==> config.mk <==
export PLATFORM = sky130hd
export DESIGN_NAME = sine_voice_scheduler
export DESIGN_NICKNAME = d
export VERILOG_FILES = /design/src/rtl/sine_voice_scheduler.sv
export SDC_FILE = /design/constraint.sdc
export NUM_CORES = 1
export LEC_CHECK = 0
export CAP_MARGIN = 20
export CORE_MARGIN = 8
export CORE_UTILIZATION = 45
export CTS_BUF_LIST = sky130_fd_sc_hd__clkbuf_4 sky130_fd_sc_hd__clkbuf_8
export DETAILED_ROUTE_END_ITERATION = 10
export SYNTH_ARGS = -nofsm -noshare
export SYNTH_HDL_FRONTEND = slang
export SYNTH_SLANG_ARGS = --single-unit
==> constraint.sdc <==
create_clock -name clk -period 6.15 [get_ports clk]
set_input_delay 0.615 -clock clk [delete_from_list [all_inputs] [get_ports clk]]
set_output_delay 0.615 -clock clk [all_outputs]
set_load 0.02 [all_outputs]
==> src/rtl/sine_voice_scheduler.sv <==
// Shares one registered quarter-wave sine ROM among VOICES phase-accumulator oscillators, one voice per cycle.
// Optional hard sync on increment writes: define SINE_SCHED_SYNC_EN.
module sine_voice_scheduler #(
  parameter int N       = 7,
  parameter int VOICES  = 4,
  parameter int VIDX_W  = 2,
  parameter int PHASE_W = 16
) (
  input  logic               clk,
  input  logic               rst,
  input  logic               tick,
  input  logic               cfg_we,
  input  logic [VIDX_W-1:0]  cfg_voice,
  input  logic [PHASE_W-1:0] cfg_inc,
  output logic               cfg_ready,
  output logic [N:0]         rom_addr,
  input  logic [N-1:0]       rom_data,
  output logic [N:0]         sample,
  output logic [VIDX_W-1:0]  sample_voice,
  output logic               sample_valid,
  output logic               busy,
  output logic               overrun
);

  typedef enum logic [1:0] {
    S_IDLE,
    S_RUN,
    S_DRAIN
  } state_t;

  localparam logic [N:0]        ADDR_FULL  = {1'b1, {N{1'b0}}};
  localparam logic [VIDX_W-1:0] LAST_VOICE = VIDX_W'(VOICES - 1);

  state_t              state, state_nxt;
  logic [VIDX_W-1:0]   issue_idx;
  logic                issue;
  logic                issue_last;
  logic                cfg_ok;

  logic [PHASE_W-1:0]  phase [VOICES];
  logic [PHASE_W-1:0]  inc   [VOICES];

  logic [1:0]          quad;
  logic [N-1:0]        quad_addr;
  logic [N:0]          addr_fold;

  logic                valid_q;
  logic                neg_q;
  logic [VIDX_W-1:0]   voice_q;
  logic [N:0]          sample_new;
  logic [N:0]          sample_hold;
  logic                overrun_q;

  // ---------------------------------------------------------------- control FSM
  always_ff @(posedge clk or posedge rst) begin
    if (rst) begin
      state <= S_IDLE;
    end else begin
      // NOTE: sequential state uses non-blocking assignments so every register samples pre-edge values.
      state <= state_nxt;
    end
  end

  always_comb begin
    // NOTE: defaulting next-state first keeps this block free of inferred latches.
    state_nxt = state;
    case (state)
      S_IDLE:  if (tick)       state_nxt = S_RUN;
      S_RUN:   if (issue_last) state_nxt = S_DRAIN;
      S_DRAIN: state_nxt = S_IDLE;
      default: state_nxt = S_IDLE;
    endcase
  end

  assign issue      = (state == S_RUN);
  assign issue_last = issue && (issue_idx == LAST_VOICE);
  assign busy       = (state != S_IDLE);
  assign cfg_ready  = (state == S_IDLE) && !tick;
  assign cfg_ok     = cfg_we && cfg_ready && (int'(cfg_voice) < VOICES);

  always_ff @(posedge clk or posedge rst) begin
    if (rst) begin
      issue_idx <= '0;
    end else if (issue) begin
      issue_idx <= issue_last ? '0 : issue_idx + 1'b1;
    end
  end

  // ---------------------------------------------------------------- voice state
  always_ff @(posedge clk or posedge rst) begin
    if (rst) begin
      // NOTE: these small register arrays are reset explicitly; a true RAM would not be, but voices must restart silent.
      for (int v = 0; v < VOICES; v++) begin
        phase[v] <= '0;
        inc[v]   <= '0;
      end
    end else begin
      if (issue) begin
        phase[issue_idx] <= phase[issue_idx] + inc[issue_idx];
      end
      if (cfg_ok) begin
        inc[cfg_voice] <= cfg_inc;
`ifdef SINE_SCHED_SYNC_EN
        phase[cfg_voice] <= '0;
`endif
      end
    end
  end

  // Quadrant folding: odd quadrants read the table backwards, address 2^N is full scale.
  assign quad      = phase[issue_idx][PHASE_W-1 -: 2];
  assign quad_addr = phase[issue_idx][PHASE_W-3 -: N];
  assign addr_fold = quad[0] ? (ADDR_FULL - {1'b0, quad_addr}) : {1'b0, quad_addr};
  assign rom_addr  = issue ? addr_fold : '0;

  // ---------------------------------------------------------------- output stage
  always_ff @(posedge clk or posedge rst) begin
    if (rst) begin
      valid_q <= 1'b0;
      neg_q   <= 1'b0;
      voice_q <= '0;
    end else begin
      valid_q <= issue;
      if (issue) begin
        neg_q   <= quad[1];
        voice_q <= issue_idx;
      end
    end
  end

  // Negative half mirrors around midscale: {0, all-ones - d} is {0, ~d}.
  assign sample_new = neg_q ? {1'b0, ~rom_data} : {1'b1, rom_data};

  always_ff @(posedge clk or posedge rst) begin
    if (rst) begin
      sample_hold <= '0;
    end else if (valid_q) begin
      sample_hold <= sample_new;
    end
  end

  assign sample       = valid_q ? sample_new : sample_hold;
  assign sample_valid = valid_q;
  assign sample_voice = voice_q;

  always_ff @(posedge clk or posedge rst) begin
    if (rst) begin
      overrun_q <= 1'b0;
    end else begin
      overrun_q <= tick && busy;
    end
  end

  assign overrun = overrun_q;

endmodule

==> impl_metrics.toml, run 1 <==
[status]
outcome = "completed"

[synthesis]
synthArstFlopShare_pct = 100
netlist_instances = 655
synth_cell_type_count = 58
syn_nets = 705
ys_seq_area_share_pct = 48.3
synth_edf_count = 0
syn_area_per_cell_um2 = 11.5
yosys_warnings = 0
ys_seq_elements = 145
syn_area_mm2 = 0.00752
synth_flop_cell = "dfrtp_1"

[worst_setup_path]
cp.required_ns = 5.53
worstSetupPathType = "flop to output pin"
cp.arrival_ns = 3.69
cp-start-kind = "flop"
reg2reg_depth = 9
worstPathMaxFanout = 21
end_kind = "output pin"

[sta]
hold_viol = 0
rsz0062_at_grt = "no"
layout_min_cycle_time_ns = 4.30
max_slew_margin_pct = 32.4
fmax_ghz = 0.232
setup_viol = 0
worst-slew-pin-transition_ns = 1.01
final.setup_skew_ns = 0.0128
finalSetupTns_ns = 0
post-route-period-util_pct = 70.0
slew_violations = 0
layout_setup_ws_ns = 1.85
hold-worst-slack_ns = 0.473

[global_route]
grt_pass1_wl_um = 28300
grt.total_usage_pct = 16.8
grt_max_degree = 103
grt_pass1_vias = 5329
grt_overflow = 0
antenna_found_initial = 0

[drt]
viasPerCell = 5.62
drt_iter0_drc = 248
vias = 5219
remaining_drc_errors = 0
antenna_left = 0
wl_um = 17200
wl_per_cell_um = 18.5
firstDrtPassIters = 5

[clock_network]
cts_num_sinks = 145
clockBufferDepth = 2
cts_tree = "done"
insertion_delay_ns = 0.46
root_buffer = "clkbuf_8"
hold_buffers = 0
clk_pin_slew_worst_paths_ns = 0.08
postCtsSetupRepairBufs = 0
cts_resized = 0
cts_buffers = 17
htreeDepth = 4

[final_layout]
multi_input_area_mm2 = 0.00368
final_common_cell = "dfrtp_1"
drive_gt1_share_pct = 16.9
fillCellCount = 1447
seqCellArea_mm2 = 0.00363
final_nets = 745
area_growth_pct = 15.2
n_antenna_cell = 0
final_cell_mix = "dfrtp_1, nand2_1, clkdlybuf4s50_1, mux2_2"
stdcell_area_mm2 = 0.00866

[floorplan]
die_x_um = 145
fp-row-count = 47
initial_core_util_pct = 45.6
die-area_mm2 = 0.0211
core-area_mm2 = 0.0165
num_io_pins = 51
die_y_um = 145

[placement]
place_congestion = 0.797
io_buffers = 50
hpwl_um = 12100
dpl_worst_slack_ns = 2.22
place_area_mm2 = 0.00821

[worst_hold_path]
hold_path_class = "flop to flop"
holdPathStages = 2

[job]
cap_violations = 0
[state kept, by name, summed over array words and instances (netlist names), 2 cells and up]
register	count
inc	64
phase	64
sample_hold	8
issue_idx	2
sample_voice	2
state	2
[stage by stage]
step	instances	utilization, %
after CTS	925	52.3
final	928	52.6
after floorplan	655	-
after global placement	892	49.7
after detailed placement	893	49.9
after global routing	928	52.6
[metal layers]
| layer | vias up | GRT usage (%) | routed length, µm |
|---|---|---|---|
| met4 | 0 | 4.84 | 235 |
| li1 | 2455 | - | - |
| met3 | 13 | 4.88 | 926 |
| met2 | 130 | 27.4 | 8410 |
| met5 | - | 0 | 0 |
| met1 | 2621 | 21.4 | 7610 |
[cells in the mapped netlist, types with 5 or more instances]
library cell / count / area, µm²
o21ai_1: 34 / 170
xor2_1: 8 / 70.1
a21o_1: 10 / 75.1
nor3_1: 5 / 25.0
mux2_1: 32 / 360
ha_1: 20 / 250
mux2_2: 36 / 405
inv_1: 12 / 45.0
and3_1: 6 / 37.5
o31ai_1: 5 / 37.5
nand2_1: 101 / 379
nand3_1: 10 / 50.1
a21oi_1: 17 / 85.1
o21ai_0: 17 / 85.1
buf_2: 7 / 35.0
nor3b_1: 5 / 37.5
xnor2_1: 13 / 114
mux2i_1: 10 / 100
mux4_2: 29 / 653
clkbuf_1: 28 / 105
nor2_1: 34 / 128
dfrtp_1: 145 / 3630
[logic make-up (layout without fill, tap and decap cells)]
family                     Yosys count  count (layout)  synth area share [%]
and+or+nand+nor                    190             190                  11.5
xor gates and xnor gates            21              21                  2.45
DFF                                145             145                  48.3
buffers and inverters               52             105                  2.81
adders and majority gates           21              21                  3.60
AOI/OAI and AO/OA                  116             116                  10.1
muxes                              110             110                  21.3
[final cells by class]
| class | instances | share of cell area [%] |
|---|---|---|
| Tap cell | 220 | 3.18 |
| Clock buffer | 20 | 3.18 |
| Inverter | 13 | 0.622 |
| Timing Repair Buffer | 60 | 7.14 |
| Clock inverter | 12 | 1.40 |
| Sequential cell | 145 | 41.9 |
| Multi-Input combinational cell | 458 | 42.5 |
[critical path, stage by stage, from the launching register on]
cell and delay [ns]:
dfrtp_2 0.75, buf_4 0.47, mux4_2 0.61, or2_1 0.29, o31ai_1 0.30, xor2_1 0.10
nor2_1 0.10, clkdlybuf4s50_1 0.60
[path summary, 6_finish.rpt]
| path | from | slack, ns | to |
|---|---|---|---|
| max in group asynchronous | rst | 4.31 | sample_hold[2] |
| worst min-delay path | phase[1] | 0.47 | phase[1] |
| worst max register to register | issue_idx[1] | 2.12 | phase[62] |
| min in group asynchronous | rst | 0.73 | inc[5] |
| worst max-delay path | issue_idx[0] | 1.85 | rom_addr[6] |
| worst min register to register | phase[1] | 0.47 | phase[1] |
Power of run 1 is not shown: default switching activity piles up to over one toggle a cycle in this logic, so the estimate is an artifact.
==> run 2, diff against run 1 <==
==> constraint.sdc (replaced) <==
create_clock -name clk -period 4.5 [get_ports clk]
set_input_delay 0.45 -clock clk [delete_from_list [all_inputs] [get_ports clk]]
set_output_delay 0.45 -clock clk [all_outputs]
set_load 0.02 [all_outputs]
==> impl_metrics.toml, run 2 (synthesis gave the netlist of run 1 again) <==
[floorplan]
die-area_mm2 = 0.0211
die_y_um = 145
initial_core_util_pct = 45.6
core-area_mm2 = 0.0165
fp-row-count = 47
die_x_um = 145
num_io_pins = 51

[clock_network]
hold_buffers = 0
cts_num_sinks = 145
cts_buffers = 17
cts_tree = "done"
clockBufferDepth = 2
root_buffer = "clkbuf_8"
insertion_delay_ns = 0.44
clk_pin_slew_worst_paths_ns = 0.08
htreeDepth = 4
postCtsSetupRepairBufs = 0
cts_resized = 0

[worst_setup_path]
slowest_stage = "dfrtp_1"
end_kind = "output pin"
cp.required_ns = 4.05
crit_start = "issue_idx[1]"
worstSetupPathType = "flop to output pin"
cp-start-kind = "flop"
reg2reg_from = "issue_idx[1]"
worstPathMaxFanout = 20
crit_chain = "mux4_1 -> inv_1 -> ha_1 -> nand2b_1 -> o31ai_1 -> xor2_1 -> nor2_1 -> clkdlybuf4s50_1"
cp.arrival_ns = 3.41
slowest_delay_ns = 0.99

[sta]
worst-slew-pin-transition_ns = 0.970
fmax_ghz = 0.259
hold-worst-slack_ns = 0.478
hold_viol = 0
layout_min_cycle_time_ns = 3.86
final.setup_skew_ns = 0.0107
layout_setup_ws_ns = 0.636
post-route-period-util_pct = 85.9
setup_viol = 0
slew_violations = 0
finalSetupTns_ns = 0
rsz0062_at_grt = "no"
max_slew_margin_pct = 35.3

[drt]
antenna_left = 0
firstDrtPassIters = 5
drt_iter0_drc = 292
vias = 5266
remaining_drc_errors = 0
wl_per_cell_um = 18.4
viasPerCell = 5.65
wl_um = 17200

[global_route]
grt_max_degree = 75
grt_pass1_vias = 5460
antenna_found_initial = 0
grt_overflow = 0
grt_pass1_wl_um = 28400
grt.total_usage_pct = 16.6

[final_layout]
top_regs = "inc: 64 flops, phase: 64 flops, sample_hold: 8 flops"
final_cell_mix = "dfrtp_1, nand2_1, clkdlybuf4s50_1, mux2_2"
area_growth_pct = 16.0
drive_gt1_share_pct = 17.4
final_common_cell = "dfrtp_1"
final_nets = 750
n_antenna_cell = 0

[placement]
dpl_worst_slack_ns = 0.822
io_buffers = 50
place_congestion = 0.840
hpwl_um = 12100

[worst_hold_path]
min_from = "phase[32]"
hold_path_class = "flop to flop"

[job]
cap_violations = 0

[status]
outcome = "completed"
[run 2: changes by cell type in the layout (fill, tap and decap cells not counted), moves of 3 or more]
cell       before  now
buf_4           6   15
inv_6           4    1
bufinv_16       1    5
buf_8           3    0
[run 2: final timing paths]
check                         endpoint  slack (ns)  cells after the start
hold / removal               phase[32]        0.48                      2
setup / recovery           rom_addr[6]        0.64                      8
max in group asynchronous    phase[41]        3.04                      3
setup reg to reg             phase[46]        0.77                      8
hold reg to reg              phase[32]        0.48                      2
min in group asynchronous      inc[18]        0.49                      2
[run 2: stage by stage]
step,cell area (µm²),util (%),std cells
after global routing,8720,52.9,932
final,8720,52.9,932
after detailed placement,8250,50.1,901
after floorplan,7520,-,655
after CTS,8720,52.9,932
after global placement,8250,50.1,901
[run 2: worst max-delay path: cells and delay by family, from the launching register on]
kind            cells  cell delay (ns)
fa+ha+maj           1             0.18
buf+inv             2             0.72
xor+xnor            1             0.11
compound gates      1             0.25
simple gates        2             0.19
flops               1             0.99
mux                 1             0.53
[run 2: cell type report]
class / instances / area (µm²)
repair buffers: 65 / 613
inverters: 13 / 53.8
clock buffers: 21 / 283
flip-flops and latches: 145 / 3630
clock inverters: 10 / 181
fillers: 1456 / 7750
well taps: 220 / 275
multi-input cells: 458 / 3680
[run 2: layer usage]
layer  vias to the layer above  wire length (µm)  track usage (%)
met5                         -                 0                0
met4                         0               204             6.19
met3                        19               767             3.45
met2                       127              8440             27.9
met1                      2668              7750             20.8
li1                       2452                 -                -
Power of run 2 is left out for the same reason.
